## src/rtl/ibex_rf_wb_queue.sv

```systemverilog
// ibex_rf_wb_queue: in-order writeback FIFO in front of the register file write port
// Ports: clk_i/rst_i (sync active-high); req_valid_i/req_ready_o/req_waddr_i/req_wdata_i
// request handshake; rf_stall_i/rf_we_o/rf_waddr_o/rf_wdata_o drain port; raddr_x_i ->
// hazard_x_o/fwd_data_x_o decode lookups; empty_o status; err_o illegal-address pulse.
module ibex_rf_wb_queue #(
  parameter int unsigned DataWidth = 32,
  parameter bit          RV32E     = 1'b0,
  parameter int unsigned Depth     = 4
) (
  input  logic                 clk_i,
  input  logic                 rst_i,
  input  logic                 req_valid_i,
  output logic                 req_ready_o,
  input  logic [4:0]           req_waddr_i,
  input  logic [DataWidth-1:0] req_wdata_i,
  input  logic                 rf_stall_i,
  output logic                 rf_we_o,
  output logic [4:0]           rf_waddr_o,
  output logic [DataWidth-1:0] rf_wdata_o,
  input  logic [4:0]           raddr_a_i,
  input  logic [4:0]           raddr_b_i,
  output logic                 hazard_a_o,
  output logic                 hazard_b_o,
  output logic [DataWidth-1:0] fwd_data_a_o,
  output logic [DataWidth-1:0] fwd_data_b_o,
  output logic                 empty_o,
  output logic                 err_o
);
  localparam int unsigned PW = $clog2(Depth);
  localparam int unsigned CW = PW + 1;
  logic [4:0]           addr_q [Depth];
  logic [DataWidth-1:0] data_q [Depth];
  logic [PW-1:0]        wptr_q, wptr_d, rptr_q, rptr_d;
  logic [CW-1:0]        cnt_q, cnt_d;
  logic                 err_q, err_d;
  logic                 full, accept, illegal, push, pop;
  logic                 hit_a, hit_b;
  logic [DataWidth-1:0] dat_a, dat_b;
  logic [PW-1:0]        idx;
  assign empty_o     = cnt_q == '0;
  assign full        = cnt_q == CW'(Depth);
  assign req_ready_o = !full;
  assign accept      = req_valid_i && req_ready_o;
  assign illegal     = RV32E && req_waddr_i[4];
  assign push        = accept && !illegal && req_waddr_i != 5'd0;
  // Reset gates the write so no stale head reaches the register file on the reset edge.
  assign pop         = !empty_o && !rf_stall_i && !rst_i;
  assign rf_we_o     = pop;
  assign rf_waddr_o  = empty_o ? '0 : addr_q[rptr_q];
  assign rf_wdata_o  = empty_o ? '0 : data_q[rptr_q];
  assign wptr_d      = push ? wptr_q + PW'(1) : wptr_q;
  assign rptr_d      = pop ? rptr_q + PW'(1) : rptr_q;
  assign cnt_d       = cnt_q + CW'(push) - CW'(pop);
  assign err_d       = accept && illegal;
  assign err_o       = err_q;
  // Walk from oldest to youngest (k = age offset back from wptr); the youngest match is
  // assigned last and therefore wins.
  always_comb begin
    hit_a = 1'b0;
    hit_b = 1'b0;
    dat_a = '0;
    dat_b = '0;
    idx   = '0;
    for (int k = Depth - 1; k >= 0; k--) begin
      idx = wptr_q - PW'(k + 1);
      if (CW'(k) < cnt_q && addr_q[idx] == raddr_a_i) begin
        hit_a = 1'b1;
        dat_a = data_q[idx];
      end
      if (CW'(k) < cnt_q && addr_q[idx] == raddr_b_i) begin
        hit_b = 1'b1;
        dat_b = data_q[idx];
      end
    end
  end
  assign hazard_a_o   = hit_a && raddr_a_i != 5'd0;
  assign hazard_b_o   = hit_b && raddr_b_i != 5'd0;
  assign fwd_data_a_o = hazard_a_o ? dat_a : '0;
  assign fwd_data_b_o = hazard_b_o ? dat_b : '0;
  always_ff @(posedge clk_i) begin
    if (rst_i) begin
      wptr_q <= '0;
      rptr_q <= '0;
      cnt_q  <= '0;
      err_q  <= 1'b0;
    end else begin
      wptr_q <= wptr_d;
      rptr_q <= rptr_d;
      cnt_q  <= cnt_d;
      err_q  <= err_d;
    end
  end
  always_ff @(posedge clk_i) begin
    if (push) begin
      addr_q[wptr_q] <= req_waddr_i;
      data_q[wptr_q] <= req_wdata_i;
    end
  end
endmodule

```

## config.mk

```make
export PLATFORM = sky130hd
export DESIGN_NAME = ibex_rf_wb_queue
export DESIGN_NICKNAME = d
export VERILOG_FILES = /design/src/rtl/ibex_rf_wb_queue.sv
export SDC_FILE = /design/constraint.sdc
export NUM_CORES = 1
export LEC_CHECK = 0
export BUFFER_PORTS_ARGS = -buffer_cell sky130_fd_sc_hd__buf_2
export CAP_MARGIN = 10
export CORE_AREA = 4 4 172 174
export DETAILED_ROUTE_END_ITERATION = 8
export DIE_AREA = 0 0 176 178
export GPL_ROUTABILITY_DRIVEN = 0
export MAX_ROUTING_LAYER = met4
export PLACE_DENSITY = 0.63
export SLEW_MARGIN = 20
export SYNTH_ARGS = -nofsm -noshare
export SYNTH_HDL_FRONTEND = slang
export SYNTH_SLANG_ARGS = --single-unit
```

## constraint.sdc

```tcl
create_clock -name clk_i -period 5.4 [get_ports clk_i]
set_clock_uncertainty 0.2 [all_clocks]
set_input_delay 0.81 -clock clk_i [delete_from_list [all_inputs] [get_ports clk_i]]
set_output_delay 0.81 -clock clk_i [all_outputs]
set_load 0.05 [all_outputs]
```

==> results of run 1 <==
==> what timing repair did <==
item | in CTS | in global routing
buffers inserted | 0 | 0
endpoints found under the setup margin | 0 | 19
gates resized for setup | 0 | 2
==> Yosys cell counts (21+ instances only) <==
master / instances
a21oi_1: 65
buf_2: 21
clkbuf_1: 68
edfxtp_1: 148
mux2_2: 32
mux2i_1: 33
mux4_2: 121
nand2_1: 117
nor2_1: 33
nor2b_1: 40
o211ai_1: 77
o21ai_0: 33
o221ai_1: 61
or2_1: 44
xnor2_1: 27
==> flip-flops by register name (all words and copies together), names as in the netlist, named ones only <==
name    cells
rptr_q      2
addr_q     20
data_q    128
wptr_q      2
cnt_q       3
==> stage by stage <==
| stage | hold WS, ns | total power (W) | instance area (um2) |
|---|---|---|---|
| floorplan | 0.285 | 0.00439 | 12400 |
| global placement | 0.310 | 0.00531 | 13500 |
| detailed placement | 0.314 | 0.00535 | 13500 |
| CTS | 0.331 | 0.00657 | 14100 |
| global route | 0.358 | 0.00692 | 14100 |
| finish | 0.331 | 0.00661 | 14100 |
==> metal layers <==
layer  part of all wire, %  wire length, um  vias up
met2                    48            19400      614
li1                      -                -     4437
met3                   9.2             3700       80
met5                     0                0        -
met1                    40            16200     5145
met4                   2.3              918        0
==> layout make-up <==
type	instances	area share, %
inverters	11	0.292
well taps	378	3.34
repair buffers	195	7.90
clock inverters	15	1.19
clock buffers	17	3.01
flip-flops and latches	159	33.0
multi-input cells	786	51.2
==> power breakdown <==
group | internal (W) | leakage (nW) | switching (W)
combinational | 0.00128 | 2.81 | 0.00240
sequential | 0.00151 | 1.45 | 0.000198
clock | 0.000724 | 0.288 | 0.000503
total | 0.00351 | 4.55 | 0.00310
==> cell families (layout without fill, tap and decap cells) <==
group	count (synthesis)	after routing	share of synthesized area (%)
compound gates	265	265	14.9
other cells	1	1	0.0301
buf+inv	130	238	4.86
simple gates	281	281	11.1
flops	159	159	37.5
mux	186	186	27.4
fa+ha+maj	9	9	0.965
xor+xnor	44	44	3.16
==> worst max path at each step <==
stage               from          endpoint  slack [ns]  cells past startpoint
3_5_place_dp   wptr_q[1]  fwd_data_b_o[22]        0.47                     10
2_1_floorplan  wptr_q[0]  fwd_data_a_o[12]         0.1                     16
4_1_cts        wptr_q[1]  fwd_data_b_o[22]        0.01                     10
5_1_grt        wptr_q[0]   fwd_data_a_o[5]        0.04                      9
6_report       wptr_q[1]  fwd_data_b_o[22]        0.17                     11
3_3_place_gp   wptr_q[1]  fwd_data_b_o[22]        0.60                     10
==> critical path, stage by stage (launching register included) <==
cell     delay, ns
dfxtp_2       0.55
inv_1         0.15
ha_4          0.41
mux4_2        0.36
xnor2_1       0.18
nand4_1       0.11
or3_2         0.77
nand3_1       0.23
o22ai_4       0.22
buf_16        0.23
a21oi_1       0.24
buf_2         0.32
==> flow_metrics.tcl, run 1 <==
set metrics [dict create \
    synthFlopType "edfxtp_1" \
    fill_cells 2492 \
    relSlewSlack_pct 31.6 \
    synth_seq_cells 159 \
    grt_util_all_layers_pct 26.3 \
    portBuffers 156 \
    seq_area_um2 4680 \
    grt_start_max_net_pins 61 \
    area_delta_synth_final_pct 13.7 \
    grt_pass1_wl_mm 61.4 \
    cts_tree "yes" \
    final_common_cell "buf_2" \
    grt-ovfl-total 0 \
    yosysWarnings 0 \
    cts.sinks 159 \
    r2r-start "cnt_q[2]" \
    utilization_pct 50.9 \
    cts_hold_buf 0 \
    cp.required_ns 4.39 \
    dp_slack_ns 0.474 \
    layout_common_cells "buf_2 (156), edfxtp_1 (148), mux4_2 (121), nand2_1 (117), o211ai_1 (77)" \
    syn_nets 1135 \
    syn-cell-area_um2 12400 \
    vias 10276 \
    antenna_found_initial 1 \
    postSynth.asyncResetShare_pct 0 \
    setup_ws_ns 0.168 \
    ys_types 46 \
    synth_cells 1075 \
    hold_viol 0 \
    drv_cap 0 \
    finalSetupTns_ns 0 \
    place_hpwl_mm 26.2 \
    cts-root-buf "clkbuf_16" \
    vdd_drop_max_mv 0.271 \
    status "complete, no violations" \
    core-area_um2 27800 \
    start_kind "flop" \
    layout.cells.non_filler 1561 \
    wl_per_cell_um 25.8 \
    cts_max_level 4 \
    synth_edf_count 148 \
    critPathCaptureType "output port" \
    clkTransAtPathRegs_ns 0.06 \
    clock_latency_ns 0.42 \
    cts_buffers 17 \
    multi_input_area_um2 7250 \
    rr_worst_depth 6 \
    min_from "rptr_q[1]" \
    postRouteAntennaNets 0 \
    routed_wl_mm 40.2 \
    grt_use_met2_pct 42.0 \
    avgViaCountPerCell 6.58 \
    synth_top_area_share_pct 35.7 \
    ys_seq_area_share_pct 37.5 \
    synth.top_cells.by_area "edfxtp_1 (36%), mux4_2 (22%), o211ai_1 (4.6%)" \
    die_x_um 176 \
    max_freq_ghz 0.191 \
    floorplan.die_area_um2 31300 \
    dpl.cell_count 1527 \
    yosysTopAreaCell "edfxtp_1" \
    initial_utilization_pct 44.8 \
    setup_viol 0 \
    timing.rr.end "data_q[0][15]" \
    leakagePower_nw 4.55 \
    clockBufferDepth 2 \
    crit_path_max_fanout 23 \
    worstPathArrival_ns 4.22 \
    powerDensity_nw_per_um2 467 \
    ios 158 \
    hold_path_depth 2 \
    first_pass_iters 7 \
    tightest_slew_ns 1.03 \
    hold_path_class "reg -> reg" \
    fin_crit_sh_pct 96.9 \
    grt_pass1_vias 10188 \
    gr-max-usage-layer "met2" \
    die_y_um 178 \
    rsz0062_at_grt "false" \
    grt_use_met3_pct 4.03 \
    drc 0 \
    drive_above_1_share_pct 36.1 \
    period_needed_ns 5.23 \
    drtIter0Drc 1159 \
    synth_area_per_cell_um2 11.6 \
    slew_viol_final 0 \
    reg2reg_slack_ns 2.04 \
    rows 61 \
    antenna_cells 0 \
    crit_type "reg -> out" \
    grt_util_met1_pct 35.3 \
    nNetsFinal 1230 \
]
Power figures use the tool's default switching activity.
==> inputs of run 2 (changes only) <==
- GPL_TIMING_DRIVEN: default -> 0
==> run 2 against run 1 <==
Wire length is 14% higher. Worst hold slack better by 0.020 ns. Die area did not move. Global-route usage grew 3.5 points. Worst setup slack worse by 0.093 ns. Core utilization grew 3.9 points. Sequential share of layout area shrank 2.4 points. Non-clock buffer count up 88. Cell area rose by 7.7%. Cell count grew 5.8%. Sequential cell count unchanged. Largest cell class unchanged.
==> flow_metrics.tcl, run 2 (synthesized netlist as in run 1, its figures left out) <==
set metrics [dict create \
    die_y_um 178 \
    cts_hold_buf 0 \
    area_delta_synth_final_pct 22.4 \
    floorplan.die_area_um2 31300 \
    grt_pass1_wl_mm 68.3 \
    clock_latency_ns 0.45 \
    layout_common_cells "edfxtp_1 (148), mux4_2 (121), nand2_1 (117), buf_2 (102), o211ai_1 (77)" \
    design_area_um2 15200 \
    status "complete, no violations" \
    utilization_pct 54.8 \
    setup_viol 0 \
    rows 61 \
    first_pass_iters 6 \
    timing.hold.ws_ns 0.351 \
    powerDensity_nw_per_um2 467 \
    initial_utilization_pct 44.8 \
    clockBufferDepth 2 \
    setup_ws_ns 0.0747 \
    final_common_cell "edfxtp_1" \
    postRouteAntennaNets 0 \
    vdd_drop_max_mv 0.309 \
    cts.sinks 159 \
    cts_max_level 4 \
    hold_path_class "reg -> reg" \
    min_from "rptr_q[1]" \
    met3_length_mm 5.04 \
    worstPathArrival_ns 4.32 \
    start_kind "flop" \
    core-area_um2 27800 \
    portBuffers 145 \
    routed_wl_mm 45.9 \
    tightest_slew_ns 1.01 \
    hold_viol 0 \
    crit_type "reg -> out" \
    place_area_um2 13700 \
    critPathCaptureType "output port" \
    period_needed_ns 5.33 \
    dpl.cell_count 1598 \
    clkTransAtPathRegs_ns 0.07 \
    cts_tree "yes" \
    largest_reg_flops 128 \
    max_freq_ghz 0.188 \
    cp-startpoint "wptr_q[0]" \
    grt-ovfl-total 0 \
    drc 0 \
    largest-register "data_q" \
    antenna_found_initial 2 \
    wl_met1_mm 17.8 \
    top_layer "met4" \
    cp.required_ns 4.39 \
    slew_viol_final 0 \
    dp_slack_ns -1.07 \
    fill_cells 2418 \
    drtIter0Drc 1506 \
    layout.cells.non_filler 1651 \
    dr_wl_met2_mm 20.8 \
    r2r-start "cnt_q[2]" \
    avgViaCountPerCell 6.80 \
    place_hpwl_mm 30.5 \
    vias 11223 \
    drive_above_1_share_pct 40.4 \
    wl_per_cell_um 27.8 \
    leakagePower_nw 4.85 \
    cts_buffers 17 \
    grt_util_all_layers_pct 29.8 \
    cts-root-buf "clkbuf_16" \
    drv_cap 0 \
    relSlewSlack_pct 32.9 \
    reg.largest.list "data_q (128), addr_q (20), cnt_q (3)" \
    nNetsFinal 1318 \
    ios 158 \
    grt_pass1_vias 11116 \
    die_x_um 176 \
    fin_crit_sh_pct 98.6 \
    grt_start_max_net_pins 38 \
    crit_path_max_fanout 10 \
]
## run 2: path summary, 6_finish.rpt
| kind | endpoint | slack (ns) | cells after the start |
|---|---|---|---|
| setup / recovery | fwd_data_a_o[21] | 0.07 | 17 |
| hold / removal | flop | 0.35 | 2 |
| setup reg to reg | cnt_q[2] | 1.53 | 10 |
| hold reg to reg | flop | 0.35 | 2 |
## run 2: cell type report
type | count | area [um2] | area share [%]
timing repair buffer | 165 | 1130 | 7.44
antenna | 2 | 5.00 | 0.0329
multi-input combinational | 786 | 7550 | 49.5
clock inverter | 14 | 195 | 1.28
tap | 378 | 473 | 3.10
buffer | 118 | 741 | 4.86
sequential | 159 | 4670 | 30.6
clock buffer | 18 | 429 | 2.82
inverter | 11 | 41.3 | 0.271
## run 2: worst max-delay path, cell delays in order (launching register included)
cell       delay, ns
dfxtp_2         0.36
buf_6           0.11
buf_12          0.13
buf_12          0.14
buf_12          0.14
buf_12          0.11
inv_1           0.07
ha_4            0.31
buf_12          0.13
mux4_2          0.57
xnor2_2         0.22
and3_1          0.26
nand3_4         0.15
o2111ai_2       0.28
o21ai_4         0.17
clkbuf_8        0.24
a21oi_1         0.21
buf_4           0.24
## run 2: report_power, final
part | total [W] | internal (W) | leakage [nW] | switching, W
sequential | 0.00163 | 0.00151 | 1.45 | 0.000119
combinational | 0.00414 | 0.00143 | 3.10 | 0.00270
clock | 0.00135 | 0.000749 | 0.304 | 0.000597
## run 2: what timing repair did
action | CTS | global route
resized for setup | 194 | 31
cloned | 1 | 0
pin swaps | 11 | 8
buffers inserted | 13 | 6
endpoints found under the setup margin | 66 | 66
## run 2: through the flow
stage	total power (W)	setup TNS, ns
2_1_floorplan	0.00439	0
3_3_place_gp	0.00540	-54.93
3_5_place_dp	0.00544	-60.93
4_1_cts	0.00699	0
5_1_grt	0.00738	-0.00229
6_report	0.00711	0
## run 2: per-layer routing
metal / track usage, % / vias up
met2: 45.5 / 846
met1: 39.6 / 5577
li1: - / 4615
met3: 5.81 / 185
met5: - / -
met4: 12.4 / 0
